`config.mk`:
```
export PLATFORM = sky130hd
export DESIGN_NAME = loctag_phy
export DESIGN_NICKNAME = d
export VERILOG_FILES = /design/src/rtl/loctag_phy_pkg.sv /design/src/rtl/loctag_adc_if.sv /design/src/rtl/loctag_phy.sv
export SDC_FILE = /design/constraint.sdc
export NUM_CORES = 1
export LEC_CHECK = 0
export ABC_AREA = 1
export BUFFER_PORTS_ARGS = -buffer_cell sky130_fd_sc_hd__buf_2
export CORE_MARGIN = 2
export CORE_UTILIZATION = 54
export CTS_BUF_LIST = sky130_fd_sc_hd__clkbuf_4 sky130_fd_sc_hd__clkbuf_8 sky130_fd_sc_hd__clkbuf_16
export DETAILED_ROUTE_END_ITERATION = 6
export PLACE_DENSITY = 0.78
export SETUP_SLACK_MARGIN = 0.1
export SLEW_MARGIN = 20
export SYNTH_ARGS = -nofsm -noshare
export SYNTH_HDL_FRONTEND = slang
export SYNTH_HIERARCHICAL = 1
export SYNTH_SLANG_ARGS = --single-unit
```
`constraint.sdc`:
```
create_clock -name clk -period 1.8 [get_ports clk]
set_clock_uncertainty 0.2 [all_clocks]
set_input_delay 0.27 -clock clk [delete_from_list [all_inputs] [get_ports clk]]
set_output_delay 0.27 -clock clk [all_outputs]
set_load 0.01 [all_outputs]
```
`src/rtl/loctag_phy_pkg.sv`:
```
// loctag_phy_pkg: shared constants, ADC FSM state type and the serial CRC-32 step
// used by the loctag_phy backscatter PHY slice.
package loctag_phy_pkg;

    localparam logic [31:0] CRC32_POLY     = 32'h04C11DB7;
    localparam int unsigned ADC_FRAME_BITS = 16;
    localparam int unsigned ADC_DATA_LSB   = 4;
    localparam int unsigned ADC_DATA_MSB   = 11;
    localparam int unsigned ADC_DATA_W     = ADC_DATA_MSB - ADC_DATA_LSB + 1;

    typedef enum logic [1:0] {
        IDLE  = 2'd0,
        CONV  = 2'd1,
        QUIET = 2'd2
    } adc_state_e;

    // One MSB-first CRC-32 shift: zero init, no reflection, no final inversion.
    function automatic logic [31:0] crc32_step(input logic [31:0] crc, input logic bit_in);
        logic fb;
        fb = bit_in ^ crc[31];
        return {crc[30:0], 1'b0} ^ (fb ? CRC32_POLY : 32'h0);
    endfunction

endpackage

```
`src/rtl/loctag_adc_if.sv`:
```
// loctag_adc_if: serial ADC master. Runs 16 SCLK periods per conversion with
// chip select low, samples data on each SCLK rise and publishes bits 4..11.
module loctag_adc_if
    import loctag_phy_pkg::*;
#(
    parameter int unsigned ADC_DIV = 4
) (
    input  logic                  i_clk,
    input  logic                  i_rst_n,
    input  logic                  i_start,
    input  logic                  i_so,
    output logic                  o_cs,
    output logic                  o_sclk,
    output logic                  o_eoc,
    output logic [ADC_DATA_W-1:0] o_data
);

    localparam int unsigned HALF = ADC_DIV / 2;
    localparam int unsigned CW   = $clog2(ADC_DIV);
    localparam int unsigned BW   = $clog2(ADC_FRAME_BITS);
    // After a full frame, bit i of the frame sits at shift position FRAME-1-i.
    localparam int unsigned DATA_TOP = ADC_FRAME_BITS - 1 - ADC_DATA_LSB;

    adc_state_e                r_state;
    adc_state_e                w_state_nxt;
    logic [CW-1:0]             r_div_cnt;
    logic [BW-1:0]             r_bit_cnt;
    logic [ADC_FRAME_BITS-1:0] r_shift;
    logic [ADC_FRAME_BITS-1:0] w_shift_nxt;
    logic                      r_eoc;
    logic [ADC_DATA_W-1:0]     r_data;
    logic                      w_div_last;
    logic                      w_bit_last;
    logic                      w_sample;
    logic                      w_done;

    assign w_div_last = (r_div_cnt == CW'(ADC_DIV - 1));
    assign w_bit_last = (r_bit_cnt == BW'(ADC_FRAME_BITS - 1));
    assign w_sample   = (r_state == CONV) && (r_div_cnt == CW'(HALF));
    assign w_done     = (r_state == CONV) && w_div_last && w_bit_last;
    assign o_eoc      = r_eoc;
    assign o_data     = r_data;

    // Next-state decode and chip-select / serial-clock generation.
    always_comb begin
        w_state_nxt = r_state;
        o_cs        = 1'b1;
        o_sclk      = 1'b1;
        case (r_state)
            IDLE: begin
                if (i_start) w_state_nxt = CONV;
            end
            CONV: begin
                o_cs   = 1'b0;
                o_sclk = (r_div_cnt >= CW'(HALF));
                if (w_div_last && w_bit_last) w_state_nxt = QUIET;
            end
            QUIET: begin
                if (w_div_last) w_state_nxt = IDLE;
            end
            default: w_state_nxt = IDLE;
        endcase
    end

    // Shift register input: the frame enters MSB first, one bit per SCLK rise.
    always_comb begin
        w_shift_nxt = r_shift;
        if (w_sample) w_shift_nxt = {r_shift[ADC_FRAME_BITS-2:0], i_so};
    end

    // State register plus SCLK divider and bit counters.
    always_ff @(posedge i_clk or negedge i_rst_n) begin
        if (!i_rst_n) begin
            r_state   <= IDLE;
            r_div_cnt <= '0;
            r_bit_cnt <= '0;
        end else begin
            r_state <= w_state_nxt;
            // Leaving CONV or QUIET only happens on the last divider count,
            // so a wrap on w_div_last also realigns the divider per state.
            if (r_state == IDLE || w_div_last) r_div_cnt <= '0;
            else                               r_div_cnt <= r_div_cnt + 1'b1;
            if (r_state != CONV || (w_div_last && w_bit_last)) r_bit_cnt <= '0;
            else if (w_div_last)                               r_bit_cnt <= r_bit_cnt + 1'b1;
        end
    end

    // Sample capture and result publication with the end-of-conversion pulse.
    always_ff @(posedge i_clk or negedge i_rst_n) begin
        if (!i_rst_n) begin
            r_shift <= '0;
            r_eoc   <= 1'b0;
            r_data  <= '0;
        end else begin
            r_shift <= w_shift_nxt;
            r_eoc   <= w_done;
            // Taken from the next shift value so a sample on the final cycle
            // (ADC_DIV == 2) is already included.
            if (w_done) r_data <= w_shift_nxt[DATA_TOP -: ADC_DATA_W];
        end
    end

endmodule

```
`src/rtl/loctag_phy.sv`:
```
// loctag_phy: backscatter tag PHY slice -- serial ADC interface, DBPSK
// phase-invert modulator and serial CRC-32 generator, all independent.
// Optional build macro LOCTAG_PHY_SCRAMBLER_EN adds the x^7+x^4+1 scrambler
// ahead of the differential encoder.
module loctag_phy
    import loctag_phy_pkg::*;
#(
    parameter int unsigned ADC_DIV = 4
) (
    input  logic                  clk,
    input  logic                  reset,
    input  logic                  adc_start,
    output logic                  adc_cs,
    output logic                  adc_sclk,
    input  logic                  adc_so,
    output logic                  adc_eoc,
    output logic [ADC_DATA_W-1:0] adc_data,
    input  logic                  sym_tick,
    input  logic                  mod_enable,
    input  logic                  mod_in,
    output logic                  mod_out,
    input  logic                  crc_tick,
    input  logic                  crc_enable,
    input  logic                  crc_in,
    output logic [31:0]           fcs
);

    logic        r_mod_out;
    logic [31:0] r_fcs;
    logic        w_mod_b;

    assign mod_out = r_mod_out;
    assign fcs     = r_fcs;

    loctag_adc_if #(
        .ADC_DIV (ADC_DIV)
    ) u_adc_if (
        .i_clk   (clk),
        .i_rst_n (reset),
        .i_start (adc_start),
        .i_so    (adc_so),
        .o_cs    (adc_cs),
        .o_sclk  (adc_sclk),
        .o_eoc   (adc_eoc),
        .o_data  (adc_data)
    );

`ifdef LOCTAG_PHY_SCRAMBLER_EN
    logic [6:0] r_st;

    assign w_mod_b = mod_in ^ r_st[3] ^ r_st[6];

    // Scrambler state advances once per symbol; cleared while disabled.
    always_ff @(posedge clk or negedge reset) begin
        if (!reset)        r_st <= '0;
        else if (sym_tick) r_st <= mod_enable ? {r_st[5:0], w_mod_b} : '0;
    end
`else
    assign w_mod_b = mod_in;
`endif

    // Differential encoder: a 1 bit flips the reflect-switch phase.
    always_ff @(posedge clk or negedge reset) begin
        if (!reset)        r_mod_out <= 1'b0;
        else if (sym_tick) r_mod_out <= mod_enable ? (r_mod_out ^ w_mod_b) : 1'b0;
    end

    // Serial CRC-32, one data bit per strobe; disabled strobes clear it.
    always_ff @(posedge clk or negedge reset) begin
        if (!reset)        r_fcs <= '0;
        else if (crc_tick) r_fcs <= crc_enable ? crc32_step(r_fcs, crc_in) : '0;
    end

endmodule

```
Word level (Yosys, flattened, before mapping)
Index checks and enable logic that the tools add are counted.
{ "totals": {"latch_bits": 0, "input_bits": 10, "wordCells": 46, "ram_bits": 0, "n_memories": 0, "rom_bits": 0, "output_inout_bits": 44, "register_bits": 62} }
{ "classes": {"muxes": 13, "n_reduce_logical": 9, "add_sub_neg": 2, "multipliers": 0, "div_mod_pow": 0, "bitwise_logic": 3, "shifts": 0, "eq_ne": 9, "magnitude_cmp": 1} }
{ "op_table": {"columns": ["cell", "n"], "rows": [
  ["32-bit 2-to-1 mux", 1],
  ["32-bit by 27-bit XOR with 32-bit output", 1],
  ["27-bit 2-to-1 mux", 1],
  ["12-bit 2-to-1 mux", 1],
  ["2-bit 2-to-1 mux", 4],
  ["4-bit 2-to-1 mux", 2],
  ["2-bit equality test (second input constant)", 3],
  ["2-bit one-hot mux with 3 select lines", 1],
  ["4-bit by 1-bit adder with 4-bit output (second input constant)", 1],
  ["4-bit equality test (second input constant)", 1],
  ["1-bit logical AND", 4],
  ["2-bit by 1-bit != test with 1-bit output (second input constant)", 2],
  ["2-bit != test (second input constant)", 2],
  ["1-bit 2-to-1 mux", 3],
  ["3-bit AND reduction", 1],
  ["2-bit by 1-bit adder with 2-bit output (second input constant)", 1],
  ["2-bit by 1-bit equality test with 1-bit output (second input constant)", 1],
  ["2-bit >= comparator (second input constant)", 1],
  ["2-bit logical NOT", 1],
  ["1-bit logical OR", 2],
  ["2-bit nonzero test", 1],
  ["1-bit XOR", 2]
]} }

Depth between registers and ports, before layout
Gate-level depths: netlist of run 1.
{ "logic_depth": {"ltp_word": 4, "ltp_mapped": 8, "depth_no_buf": 7} }

Hierarchy
The synthesis of run 1 kept the hierarchy.
{ "by_module_without_submodules": {"columns": ["module", "cells_each", "n_inst", "seq_area_each_um2", "area_per_inst_um2"], "rows": [
  ["loctag_phy", 167, 1, 825.8, 1470.2],
  ["loctag_adc_if", 138, 1, 725.7, 1296.2]
]} }

Worst setup path after synthesis of run 1
OpenSTA, ideal clock, no wires.
{ "synth_timing": {"path_type": "register to output", "start": "register u_adc_if.r_div_cnt[0]", "end": "output port adc_sclk", "setup_slack_ns": 0.336, "stages_incl_launch_ff": 6, "arrival_ns": 0.994, "n_path_buf": 1, "required_ns": 1.330, "path_cell_list": "dfrtp_1 inv_1 ha_1 buf_2 nor2_1 nand2_1"} }
{ "synth_via": {"elab_chain_cells": 2} }
{ "synth_lines": {"columns": ["item", "line_no", "rtl"], "rows": [
  ["from (decl)", "loctag_adc_if.sv:26", "logic [CW-1:0] r_div_cnt;"],
  ["from (signal assigned)", "loctag_adc_if.sv:82", "else r_div_cnt <= r_div_cnt + 1'b1;"],
  ["2-bit >= comparator", "loctag_adc_if.sv:55", "o_sclk = (r_div_cnt >= CW'(HALF));"],
  ["1-bit 2-to-1 mux", "loctag_adc_if.sv:49", "case (r_state)"],
  ["to (decl)", "loctag_phy.sv:14", "output logic adc_sclk,"]
]} }
Every way passes these cells.

Final worst setup path of run 1
Ends and elaborated chain as after synthesis.

==> results.py, run 1 <==
metrics = {
    "timing": {
        "hold_viol_final": 0,
        "period_share_pct": 91.7,
        "post-route-min-period_ps": 1650,
        "rsz0062_at_grt": "true",
        "fin_setup_tns_ps": 0,
        "fmax_mhz": 606,
        "worst_pin_slew_ps": 663,
        "setup_viol": 0,
        "slew_headroom_pct": 55.7,
        "drv_slew": 0,
    },
    "global_route": {
        "overflow": 0,
        "grt_usage_pct": 21.9,
        "antenna_found_initial": 0,
        "grt_pass1_wl_mm": 9.35,
        "grt_max_degree": 48,
        "grt_pass1_vias": 2087,
    },
    "worst_setup_path": {
        "worstPathArrival_ps": 1180,
        "worstPathRequired_ps": 1330,
        "cp-end-kind": "output port",
        "worst-path-max-fanout": 3,
        "max_stage_delay_ps": 350,
        "crit_chain": "inv_1, ha_2, nor2_1, nand2_1, buf_2",
        "critPathSlowestCell": "dfrtp_1",
        "path_class": "reg2out",
        "worstPathBufferInverterCount": 2,
        "cp_top_family": "flip-flops",
        "start_kind": "flip-flop",
    },
    "placement": {
        "gp_congestion": 0.842,
        "place_area_mm2": 0.00307,
        "port_buffers": 53,
        "hpwl_mm": 3.90,
    },
    "clock_network": {
        "worstSkewPairLatency_ps": 330,
        "clockBufferDepth": 2,
        "tritoncts": "done",
        "clkTransAtPathRegs_ps": 60,
        "cts-buffers-inserted": 9,
        "htreeDepth": 3,
        "clock_sinks": 62,
        "cts_root_buffer": "clkbuf_8",
    },
    "finish": {
        "num-nets-final": 379,
        "fillCellCount": 457,
        "multi_input_area_um2": 1000,
        "n_antenna_cell": 0,
        "seq_area_mm2": 0.00155,
        "drive_gt1_share_pct": 24.7,
        "finalInstanceArea_mm2": 0.00329,
        "area_delta_synth_final_pct": 18.8,
    },
    "yosys": {
        "synthCells": 305,
        "yosys.cell_types.count": 28,
        "syn_area_per_cell_um2": 9.07,
        "yosys.area.top_type": "dfrtp_1",
        "yosysWarningCount": 6,
        "yosys_most_used_dff": "dfrtp_1",
        "yosysMostFrequentCell": "nand2_1",
        "ys_ff_latch": 62,
        "syn_nets": 319,
        "synth_top_cell_area_share_pct": 56.1,
        "synthesis.area_mm2": 0.00277,
        "synthTopCellsByCount": "nand2_1, dfrtp_1, nand3_1, inv_1, o21ai_0",
        "synth.area.top_cells": "dfrtp_1, nand2_1, nand3_1",
        "async_flop_share_pct": 100,
        "synth_enable_flop_cells": 0,
        "synth_seq_area_share_pct": 56.1,
    },
    "die": {
        "dieHeight_um": 75.6,
        "coreArea_mm2": 0.00501,
        "start_util_pct": 55.2,
        "fp.dieW_um": 75.6,
        "rows": 26,
        "die_area_mm2": 0.00571,
        "io_pins": 54,
    },
    "routing": {
        "remaining_drc_errors": 0,
        "avgRoutedWirePerCell_um": 13.4,
        "ant_nets": 0,
        "viasPerCell": 5.18,
        "drt_pass1_iterations": 4,
        "via_count": 2267,
        "drt_iter0_markers": 130,
        "drt_wl_total_mm": 5.89,
    },
    "power": {
        "p_comb_share_pct": 23.2,
        "power.leakage_nw": 1.79,
        "ir_drop_mv": 0.664,
        "p_int_mw": 2.51,
        "power_per_cell_area_mw_per_mm2": 1110,
        "p_sw_mw": 1.14,
        "switching_share_pct": 31.3,
        "p_seq_share_pct": 48.4,
        "p_clk_share_pct": 28.3,
    },
    "worst_hold_path": {
        "min_path_type": "in2reg",
    },
    "job": {
        "maxCapViolCount": 0,
    },
    "status": {
        "status": "finished, final reports clean",
    },
}
==> power groups by stage <==
| stage | logic, mW | clock network [mW] | registers, mW |
|---|---|---|---|
| 2_1_floorplan | 0.550 | 0 | 1.80 |
| 3_3_place_gp | 0.769 | 0 | 1.79 |
| 3_5_place_dp | 0.792 | 0 | 1.80 |
| 4_1_cts | 0.856 | 1.05 | 1.76 |
| 5_1_grt | 0.959 | 1.11 | 1.79 |
| 6_report | 0.848 | 1.03 | 1.77 |
==> registers in the layout (all words and copies together) (netlist names) <==
register / count
fcs: 32
mod_out: 1
u_adc_if/o_data: 8
u_adc_if/o_eoc: 1
u_adc_if/r_bit_cnt: 4
u_adc_if/r_div_cnt: 2
u_adc_if/r_shift: 12
u_adc_if/r_state: 2
==> layer usage <==
layer  global-route usage (%)  vias to the layer above  share of wire (%)
met5                        0                        -                  0
met4                     9.36                        0                1.5
met3                     5.16                        9                6.5
met2                     33.7                       78                 44
met1                     29.9                     1066                 48
li1                         -                     1114                  -
==> cells by family after synthesis <==
logic type / Yosys count / share of synthesized area, %
buffers and inverters: 46 / 7.87
flip-flops: 62 / 56.1
adder cells (fa/ha/maj): 4 / 1.81
XOR/XNOR: 1 / 0.317
AO/OA/AOI/OAI: 33 / 6.69
AND/OR/NAND/NOR: 159 / 27.2
==> cell usage in the layout (no fill, tap or decap), types with 2 or more instances in the layout <==
cell type      synthesis  routed
nand2_2                3       3
clkbuf_8               0      10
nor3_1                 2       2
clkbuf_4               0       2
o22ai_1               11      11
buf_4                  6       7
o21ai_0               16      16
dfrtp_1               62      62
nand3_2                4       4
nand3b_1               6       6
ha_1                   4       3
inv_2                  3       3
nor2_1                 8       8
dlygate4sd3_1          0       3
nand3_1               45      45
inv_1                 28      28
a21oi_1                3       3
clkinv_2               0       2
nand4_1                2       2
buf_2                  6      53
nand2_1               84      84
==> worst reg2reg max path: stages (launching register included) <==
cell     delay, ps
dfrtp_1        390
ha_1           210
nand3_2        300
o21ai_0        290
nand2_1         90
==> final cells by class <==
type                            count  area share (%)
Clock inverter                      2           0.305
Tap cell                           70            2.67
Inverter                           31            3.54
Sequential cell                    62            47.2
Multi-Input combinational cell    197            30.4
Clock buffer                       12            4.65
Timing Repair Buffer               64            11.2
==> timing repair <==
item	in CTS	in global routing
hold buffers	3	0
hold endpoints to repair	17	0
resized for setup	1	0
setup buffers	3	0
setup endpoints to repair	2	1
pin swaps	1	1
==> worst paths after layout <==
path                                            start                   end  slack, ps  depth (start not counted)
worst min-delay path                       mod_enable               mod_out         30                          3
min in group asynchronous                       reset               fcs[10]        190                          2
worst min register to register   u_adc_if/r_shift[11]  u_adc_if/r_shift[11]        280                          2
worst max-delay path            u_adc_if/r_div_cnt[0]              adc_sclk        150                          5
max in group asynchronous                       reset               fcs[20]        650                          3
worst max register to register  u_adc_if/r_bit_cnt[0]    u_adc_if/o_data[4]        210                          4
==> stage by stage <==
stage	total power [mW]	setup WS, ps	utilization, %	std cells	hold WS [ps]
4_1_cts	3.67	131	65.6	438	26.4
3_3_place_gp	2.56	285	61.2	418	3.31
6_report	3.65	150	65.6	438	27.2
2_1_floorplan	2.35	336	-	305	-226
5_1_grt	3.86	93.9	65.6	438	57.8
3_5_place_dp	2.59	232	61.2	418	2.53
(Power assumes the default switching activity.)
==> inputs of run 2 (changes only) <==
--- a/config.mk
+++ b/config.mk
@@ -10,11 +10,11 @@
 export CORE_MARGIN = 2
 export CORE_UTILIZATION = 54
 export CTS_BUF_LIST = sky130_fd_sc_hd__clkbuf_4 sky130_fd_sc_hd__clkbuf_8 sky130_fd_sc_hd__clkbuf_16
+export CTS_CLUSTER_DIAMETER = 50
 export DETAILED_ROUTE_END_ITERATION = 6
-export PLACE_DENSITY = 0.78
+export PLACE_DENSITY = 0.79
 export SETUP_SLACK_MARGIN = 0.1
 export SLEW_MARGIN = 20
 export SYNTH_ARGS = -nofsm -noshare
 export SYNTH_HDL_FRONTEND = slang
-export SYNTH_HIERARCHICAL = 1
 export SYNTH_SLANG_ARGS = --single-unit
==> run 2 against run 1 <==
Flip-flop and latch count stayed put. Sequential share of layout area hardly changed. Die area is 3.1% lower. Global-route usage is 1.3 points higher. Fmax is 3.4% lower. Synthesized area is 3.3% lower.
==> results.py, run 2 <==
metrics = {
    "yosys": {
        "yosys.area.top_type": "dfrtp_1",
        "synthesis.area_mm2": 0.00268,
        "ys_ff_latch": 62,
        "yosysWarningCount": 0,
        "yosys.cell_types.count": 22,
        "yosys_most_used_dff": "dfrtp_1",
        "yosysMostFrequentCell": "nand2_1",
        "synth_enable_flop_cells": 0,
        "synth_seq_area_share_pct": 58.0,
        "async_flop_share_pct": 100,
        "synth_top_cell_area_share_pct": 58.0,
        "synth.area.top_cells": "dfrtp_1, nand2_1, nand3_1",
        "syn_area_per_cell_um2": 8.80,
        "syn_nets": 317,
        "synthCells": 304,
        "synthTopCellsByCount": "nand2_1, dfrtp_1, inv_1, nand3_1, o22ai_1",
    },
    "clock_network": {
        "htreeDepth": 3,
        "tritoncts": "done",
        "clkTransAtPathRegs_ps": 60,
        "clock_sinks": 62,
        "cts_root_buffer": "clkbuf_8",
        "cts-buffers-inserted": 9,
        "worstSkewPairLatency_ps": 330,
        "clockBufferDepth": 2,
    },
    "routing": {
        "drt_wl_total_mm": 5.71,
        "avgRoutedWirePerCell_um": 13.0,
        "remaining_drc_errors": 0,
        "ant_nets": 0,
        "drt_pass1_iterations": 4,
        "drt_iter0_markers": 174,
        "viasPerCell": 4.95,
        "via_count": 2177,
    },
    "finish": {
        "drive_gt1_share_pct": 26.8,
        "num-nets-final": 382,
        "final_common_cell": "nand2_1",
        "utilization_pct": 69.1,
        "n_antenna_cell": 0,
        "final_cell_mix": "nand2_1, dfrtp_1, buf_2",
        "largest_reg_flops": 32,
        "area_delta_synth_final_pct": 22.8,
        "stdcell_count": 440,
    },
    "timing": {
        "period_share_pct": 94.9,
        "worst_pin_slew_ps": 632,
        "setup_viol": 0,
        "hold_viol_final": 0,
        "slew_headroom_pct": 57.8,
        "drv_slew": 0,
        "whs_ps": 22.5,
        "fmax_mhz": 586,
        "fin_setup_tns_ps": 0,
        "post-route-min-period_ps": 1710,
        "rsz0062_at_grt": "true",
    },
    "power": {
        "power.leakage_nw": 1.81,
        "p_comb_share_pct": 10.0,
        "p_clk_share_pct": 37.9,
        "ir_drop_mv": 0.517,
        "p_sw_uw": 734,
        "p_int_mw": 2.19,
        "p_seq_share_pct": 52.1,
        "switching_share_pct": 25.1,
        "power_per_cell_area_mw_per_mm2": 891,
    },
    "status": {
        "status": "finished, final reports clean",
    },
    "die": {
        "coreArea_mm2": 0.00475,
        "io_pins": 54,
        "die_area_mm2": 0.00553,
        "start_util_pct": 56.3,
        "rows": 25,
        "fp.dieW_um": 74.4,
        "dieHeight_um": 74.4,
    },
    "worst_setup_path": {
        "max_stage_delay_ps": 420,
        "worstPathRequired_ps": 1330,
        "worst-path-max-fanout": 2,
        "critPathSlowestCell": "dfrtp_1",
        "worstPathArrival_ps": 1240,
        "crit_chain": "ha_4, nor2_2, nand2_1, buf_2",
        "path_class": "reg2out",
        "start_kind": "flip-flop",
        "cp-end-kind": "output port",
    },
    "global_route": {
        "antenna_found_initial": 0,
        "grt_pass1_wl_mm": 9.70,
        "grt_usage_pct": 23.2,
        "overflow": 0,
        "grt_pass1_vias": 2189,
        "grt_max_degree": 63,
    },
    "placement": {
        "gp_congestion": 0.780,
        "port_buffers": 53,
        "dp_cells": 418,
        "hpwl_mm": 3.77,
    },
    "worst_hold_path": {
        "min_path_type": "in2reg",
    },
    "job": {
        "maxCapViolCount": 0,
    },
}
-- run 2: kinds of logic after synthesis --
kind of cell | count (synthesis) | share of synthesized area, %
simple gates | 160 | 26.6
buf+inv | 52 | 8.28
flops | 62 | 58.0
fa+ha+maj | 3 | 1.40
compound gates | 27 | 5.71
-- run 2: power by group through the flow --
stage / sequential (mW) / combinational (mW) / clock [mW]
6_report: 1.52 / 0.292 / 1.11
5_1_grt: 1.53 / 0.336 / 1.19
4_1_cts: 1.52 / 0.297 / 1.13
3_5_place_dp: 1.55 / 0.291 / 0
3_3_place_gp: 1.55 / 0.282 / 0
2_1_floorplan: 1.57 / 0.128 / 0
-- run 2: final cells by class --
| class | instances | area, um^2 |
|---|---|---|
| clock buffer | 14 | 174 |
| clock inverter | 1 | 5.00 |
| fill | 387 | 1470 |
| inverter | 39 | 154 |
| multi-input combinational | 190 | 922 |
| sequential | 62 | 1550 |
| tap | 67 | 83.8 |
| timing repair buffer | 67 | 394 |
-- run 2: path summary, 6_finish.rpt --
| path | startpoint | to | slack, ps | cells after the start |
|---|---|---|---|---|
| max reg2reg | u_adc_if.r_div_cnt[1] | u_adc_if.o_data[0] | 170 | 8 |
| min in group asynchronous | reset | u_adc_if.o_data[3] | 250 | 3 |
| min | mod_enable | mod_out | 20 | 3 |
| max | u_adc_if.r_div_cnt[1] | adc_sclk | 90 | 4 |
| min reg2reg | u_adc_if.r_shift[11] | u_adc_if.r_shift[11] | 270 | 2 |
| max in group asynchronous | reset | u_adc_if.o_data[6] | 860 | 3 |
-- run 2: repair_timing --
item / 4_1_cts / 5_1_grt
pin swaps: 1 / 1
buffers inserted: 3 / 1
hold buffers: 3 / 0
endpoints found under the hold margin: 64 / 0
endpoints found under the setup margin: 1 / 9
resized for setup: 4 / 3
-- run 2: metal layers --
layer | up-vias | global-route usage, % | routed length, um
met5 | - | 0 | 0
met4 | 0 | 9.72 | 59
met3 | 6 | 6.64 | 280
met2 | 61 | 34.1 | 2660
met1 | 1012 | 32.5 | 2710
li1 | 1098 | - | -
-- run 2: per-stage QoR --
stage	instance area, um^2	worst slack (ps)	power, mW
after detailed placement	3020	191	1.84
after global placement	3020	253	1.83
final	3280	92.2	2.92
after CTS	3260	115	2.95
after global routing	3280	18.0	3.06
after floorplan	2680	328	1.70
-- run 2: worst max-delay path, delay by kind of cell (launching register included) --
| kind | cells | cell delay (ps) |
|---|---|---|
| flip-flops | 1 | 420 |
| AND/OR/NAND/NOR | 2 | 170 |
| adder cells (fa/ha/maj) | 1 | 190 |
| buffers and inverters | 1 | 130 |
